## src/rtl/booth_sequencer.sv

```systemverilog
// booth_sequencer: control FSM for a radix-2 Booth multiplier datapath.
// Sequences init, width evaluate/shift iterations, and a done pulse.
module booth_sequencer #(
  parameter  int width = 16,
  localparam int CW    = $clog2(width)
) (
  input  logic          CLK,
  input  logic          R,
  input  logic          Begin,
  input  logic          Abort,
  input  logic          mLSB,
  input  logic          Q_neg,
  output logic          Init,
  output logic          LoadA,
  output logic          AddSub,
  output logic          Shift,
  output logic          Busy,
  output logic          End,
  output logic [CW-1:0] Iter
);

  typedef enum logic [2:0] {
    S_IDLE,
    S_INIT,
    S_EVAL,
    S_SHIFT,
    S_DONE
  } state_t;

  localparam logic [CW-1:0] LAST = CW'(width - 1);

  state_t        r_state;
  state_t        w_next;
  logic [CW-1:0] r_iter;
  logic [1:0]    w_pair;
  logic          w_last;

  assign w_pair = {mLSB, Q_neg};
  assign w_last = (r_iter == LAST);
  assign Iter   = r_iter;

  always_ff @(posedge CLK or negedge R) begin
    if (!R) begin
      r_state <= S_IDLE;
      r_iter  <= '0;
    end else begin
      r_state <= w_next;
      if (r_state == S_INIT)
        r_iter <= '0;
      else if (r_state == S_SHIFT && !w_last && !Abort)
        r_iter <= r_iter + 1'b1;
    end
  end

  always_comb begin
    w_next = r_state;
    Init   = 1'b0;
    LoadA  = 1'b0;
    AddSub = 1'b0;
    Shift  = 1'b0;
    Busy   = 1'b0;
    End    = 1'b0;
    case (r_state)
      S_IDLE: begin
        if (Begin)
          w_next = S_INIT;
      end
      S_INIT: begin
        Init   = 1'b1;
        Busy   = 1'b1;
        w_next = S_EVAL;
      end
      S_EVAL: begin
        Busy   = 1'b1;
        w_next = S_SHIFT;
        // Booth pair {Q0, Q-1}: 10 subtracts, 01 adds
        case (w_pair)
          2'b10: begin
            LoadA  = 1'b1;
            AddSub = 1'b1;
          end
          2'b01: LoadA = 1'b1;
          default: ;
        endcase
      end
      S_SHIFT: begin
        Shift  = 1'b1;
        Busy   = 1'b1;
        w_next = w_last ? S_DONE : S_EVAL;
      end
      S_DONE: begin
        End    = 1'b1;
        Busy   = 1'b1;
        w_next = S_IDLE;
      end
      default: w_next = S_IDLE;
    endcase
    // Abort wins over everything, and in IDLE it swallows Begin
    if (Abort)
      w_next = S_IDLE;
  end

endmodule

```

## config.mk

```make
export PLATFORM = sky130hd
export DESIGN_NAME = booth_sequencer
export DESIGN_NICKNAME = d
export VERILOG_FILES = /design/src/rtl/booth_sequencer.sv
export SDC_FILE = /design/constraint.sdc
export NUM_CORES = 1
export LEC_CHECK = 0
export ABC_AREA = 1
export CAP_MARGIN = 20
export CELL_PAD_IN_SITES_DETAIL_PLACEMENT = 2
export CELL_PAD_IN_SITES_GLOBAL_PLACEMENT = 2
export CORE_MARGIN = 4
export CORE_UTILIZATION = 21
export CTS_CLUSTER_SIZE = 25
export DETAILED_ROUTE_END_ITERATION = 8
export PLACE_DENSITY = 0.71
export SETUP_SLACK_MARGIN = 0.02
export SYNTH_ARGS = -nofsm -noshare
export SYNTH_HDL_FRONTEND = slang
export SYNTH_SLANG_ARGS = --single-unit
```

## constraint.sdc

```tcl
create_clock -name CLK -period 1.12 [get_ports CLK]
set_input_delay 0.28 -clock CLK [delete_from_list [all_inputs] [get_ports CLK]]
set_output_delay 0.28 -clock CLK [all_outputs]
set_load 0.03 [all_outputs]
```

==> run_results.csv <==
group,metric,value,unit
status,outcome,"complete, but fails checks",
status,failed_checks,"negative setup slack",
place,gp_congestion,0.697,
grt,antenna_found_initial,0,
synth,synth_seq_area_share,37.7,%
setup_path,crit_required,0.84,ns
power_and_ir_drop,power_frac_seq,31.2,%
setup_path,path_max_fanout,6,
sta,number_of_hold_slack_violations_in_the_final_timing_report,0,
cts,tritoncts,"yes",
cts,cts-buffers-inserted,3,
synth,synth_top_area_cell,"sky130_fd_sc_hd__dfrtp_1",
floorplanning,num_rows,16,
sta,fin_worst_skew,0.0135,ns
route,via_per_inst,4.44,
route,detail_route.wl_per_cell,16.0,um
synth,synth_seq_cells,7,
cts,cts_hold_repair.buffers,0,
cells_and_area,synthToLayoutAreaGrowth,118,%
place,buffers_added_on_ports,15,
floorplanning,io_pins,16,
floorplanning,start_util,23.0,%
synth,avgSynthCellArea,8.14,um2
cells_and_area,antennaDiodeCount,0,
route,drt-pass1-iter-count,1,
power_and_ir_drop,power_per_cell_area,941,nW/um2
route,postRouteWirelength,1.98,mm
sta,unrepaired_setup_endpoints_after_global_routing,"yes",
setup_path,timing.reg2reg.worst_path_depth,7,
floorplanning,total_core_area,2020,um2
floorplanning,floorplan.die_area,3030,um2
grt,track_usage,16.1,%
power_and_ir_drop,power_switching,349,uW
sta,fin_crit_sh,131,%
route,via_count,550,
cts,clock_path_buffers,2,
grt,grt_max_degree,9,
cts,cts-root-buf,"sky130_fd_sc_hd__clkbuf_4",
synth,netlist_top_cells_area,"sky130_fd_sc_hd__dfrtp_1, sky130_fd_sc_hd__nand2_1, sky130_fd_sc_hd__nand3_1",
synth,ys.warnings.count,0,
setup_path,arrival,1.19,ns
grt,global_route.usage.met3,6.17,%
grt,grt_pass1_wl,3.13,mm
place,dp.final_hpwl,1.20,mm
sta,timing.slew.headroom,76.8,%
power_and_ir_drop,peakVddDrop,0.911,mV
sta,worstMarginPinSlew,0.347,ns
cells_and_area,drive_above_1_share,76.3,%
setup_path,worstSetupEndpointType,"output pin",
power_and_ir_drop,clock_power_share,26.8,%
sta,final.min_clock_period,1.47,ns
sta,timing_max_transition_violations_final,0,
cts,clk_latency,0.28,ns
cells_and_area,final_common_cell,"sky130_fd_sc_hd__buf_4",
hold_path,worstHoldPathType,"in -> async",
grt,first_global_vias,648,
setup_path,rrSetupSlack,-0.16,ns
power_and_ir_drop,report.power.total,953,uW
setup_path,worstReg2RegEnd,"r_state[1]$_DFFE_PN0P_",
cts,clkSinkCount,7,
cells_and_area,final_cell_mix,"sky130_fd_sc_hd__buf_4, sky130_fd_sc_hd__buf_6, sky130_fd_sc_hd__dfrtp_2, sky130_fd_sc_hd__nand2_2",
setup_path,worstSetupStartpointType,"register",
sta,setup_viol_count_final,13,
cells_and_area,fill_count,215,
grt,groute.layer.met1.usage,15.1,%
grt,grt-ovfl-total,0,
sta,final_critical_path_setup_slack,-0.351,ns
route,drt_iter0_markers,0,
setup_path,rr_startpoint,"r_state[1]$_DFFE_PN0P_",
synth,syn-num-nets,65,
power_and_ir_drop,combinationalPowerShare,42.0,%
synth,syn-instance-count,57,
floorplanning,floorplan.die.height,55.0,um
flow_run,max_cap_violations,0,
grt,gr-max-usage-layer,"met2",
sta,fmax,0.680,GHz
cts,cts-htree-levels,1,
route,drc,0,
power_and_ir_drop,switching_part_of_the_total_power,36.6,%
floorplanning,die_w,55.0,um
power_and_ir_drop,internal-power,604,uW
synth,yosys.area.top_type_share,37.7,%
cells_and_area,design.final.nets,106,
power_and_ir_drop,leakage,0.000463,uW
setup_path,critical_path_class,"reg -> out",
grt,grtUsageMet2,30.3,%
route,drtAntennaViolNets,0,
cts,worst_setup_hold_path_clk_slew,0.06,ns
place,pre_cts_ws,-0.504,ns
synth,yosys.cell_types.count,19,
synth,mappedNetlistArea,464,um2
-- flip-flops by register name, indices dropped and copies added, names as in the netlist --
signal / count
r_state: 3
Iter: 4
-- timing repair --
item | CTS | global route
hold endpoints to repair | 0 | 0
setup buffers | 9 | 4
endpoints found under the setup margin | 15 | 16
resized for setup | 28 | 16
pin swaps | 7 | 11
cloned | 0 | 0
-- worst max-delay path by stage --
| stage | start | endpoint | slack, ns | depth (start not counted) |
|---|---|---|---|---|
| after floorplan | Iter[0]$_DFFE_PN0P_ | Iter[0]$_DFFE_PN0P_ | -0.04 | 6 |
| after global placement | Q_neg | LoadA | -0.48 | 5 |
| after detailed placement | Q_neg | LoadA | -0.50 | 5 |
| after CTS | r_state[0]$_DFFE_PN0P_ | Init | -0.35 | 4 |
| after global routing | r_state[1]$_DFFE_PN0P_ | AddSub | -0.41 | 5 |
| final | r_state[0]$_DFFE_PN0P_ | Init | -0.35 | 4 |
-- power by group through the flow --
stage | Clock [uW] | Sequential, uW | Combinational, uW
floorplan | 0 | 304 | 150
finish | 255 | 297 | 400
CTS | 256 | 293 | 354
detailed placement | 0 | 297 | 290
global route | 287 | 300 | 433
global placement | 0 | 296 | 279
-- worst max-delay path, stage by stage, from the launching register on --
cell and delay (ns):
sky130_fd_sc_hd__dfrtp_2 0.47, sky130_fd_sc_hd__buf_4 0.16, sky130_fd_sc_hd__nand3_4 0.08, sky130_fd_sc_hd__inv_2 0.05, sky130_fd_sc_hd__buf_4 0.16
-- cells by family (layout without fill, tap and decap cells) --
logic type                 after synthesis  after routing  share of synthesized area [%]
and+or+nand+nor                         34             34                           41.8
buffers and inverters                   11             51                           10.8
DFF                                      7              7                           37.7
adders and majority gates                2              2                           5.39
AOI/OAI and AO/OA                        2              2                           2.43
xor gates and xnor gates                 1              1                           1.89
-- stage by stage --
step	util, %	hold slack, ns	cells	cell area (um2)	TNS (ns)
2_1_floorplan	-	-0.0156	57	523	-0.215
3_3_place_gp	37.6	0.569	110	761	-1.84
3_5_place_dp	37.6	0.566	110	761	-2.10
4_1_cts	46.8	0.275	123	947	-2.64
5_1_grt	50.1	0.281	124	1010	-3.76
6_report	50.1	0.272	124	1010	-2.89
-- routing by layer --
metal	up-vias	wire length, um
li1	266	-
met1	266	757
met2	14	1100
met3	4	89
met4	0	38
met5	-	0
-- cell usage after synthesis --
cell / number
sky130_fd_sc_hd__nor2_1: 5
sky130_fd_sc_hd__xor2_1: 1
sky130_fd_sc_hd__nor3_1: 1
sky130_fd_sc_hd__o21ai_0: 1
sky130_fd_sc_hd__buf_6: 1
sky130_fd_sc_hd__nand2_1: 13
sky130_fd_sc_hd__nand3_2: 1
sky130_fd_sc_hd__ha_1: 2
sky130_fd_sc_hd__nand3_1: 7
sky130_fd_sc_hd__inv_1: 7
sky130_fd_sc_hd__nand3_4: 2
sky130_fd_sc_hd__dfrtp_1: 7
sky130_fd_sc_hd__nor4_1: 2
sky130_fd_sc_hd__nand2_4: 1
sky130_fd_sc_hd__clkinv_2: 1
sky130_fd_sc_hd__a31oi_1: 1
sky130_fd_sc_hd__nand4_1: 1
sky130_fd_sc_hd__inv_2: 2
sky130_fd_sc_hd__nor2_4: 1
-- cell type report --
| type | count | area, um2 | share of cell area (%) |
|---|---|---|---|
| inverters | 10 | 47.5 | 4.70 |
| flip-flops and latches | 7 | 184 | 18.2 |
| clock buffers | 4 | 26.3 | 2.60 |
| repair buffers | 37 | 344 | 34.0 |
| well taps | 27 | 33.8 | 3.34 |
| multi-input cells | 39 | 377 | 37.2 |
Power figures use the tool's default switching activity.
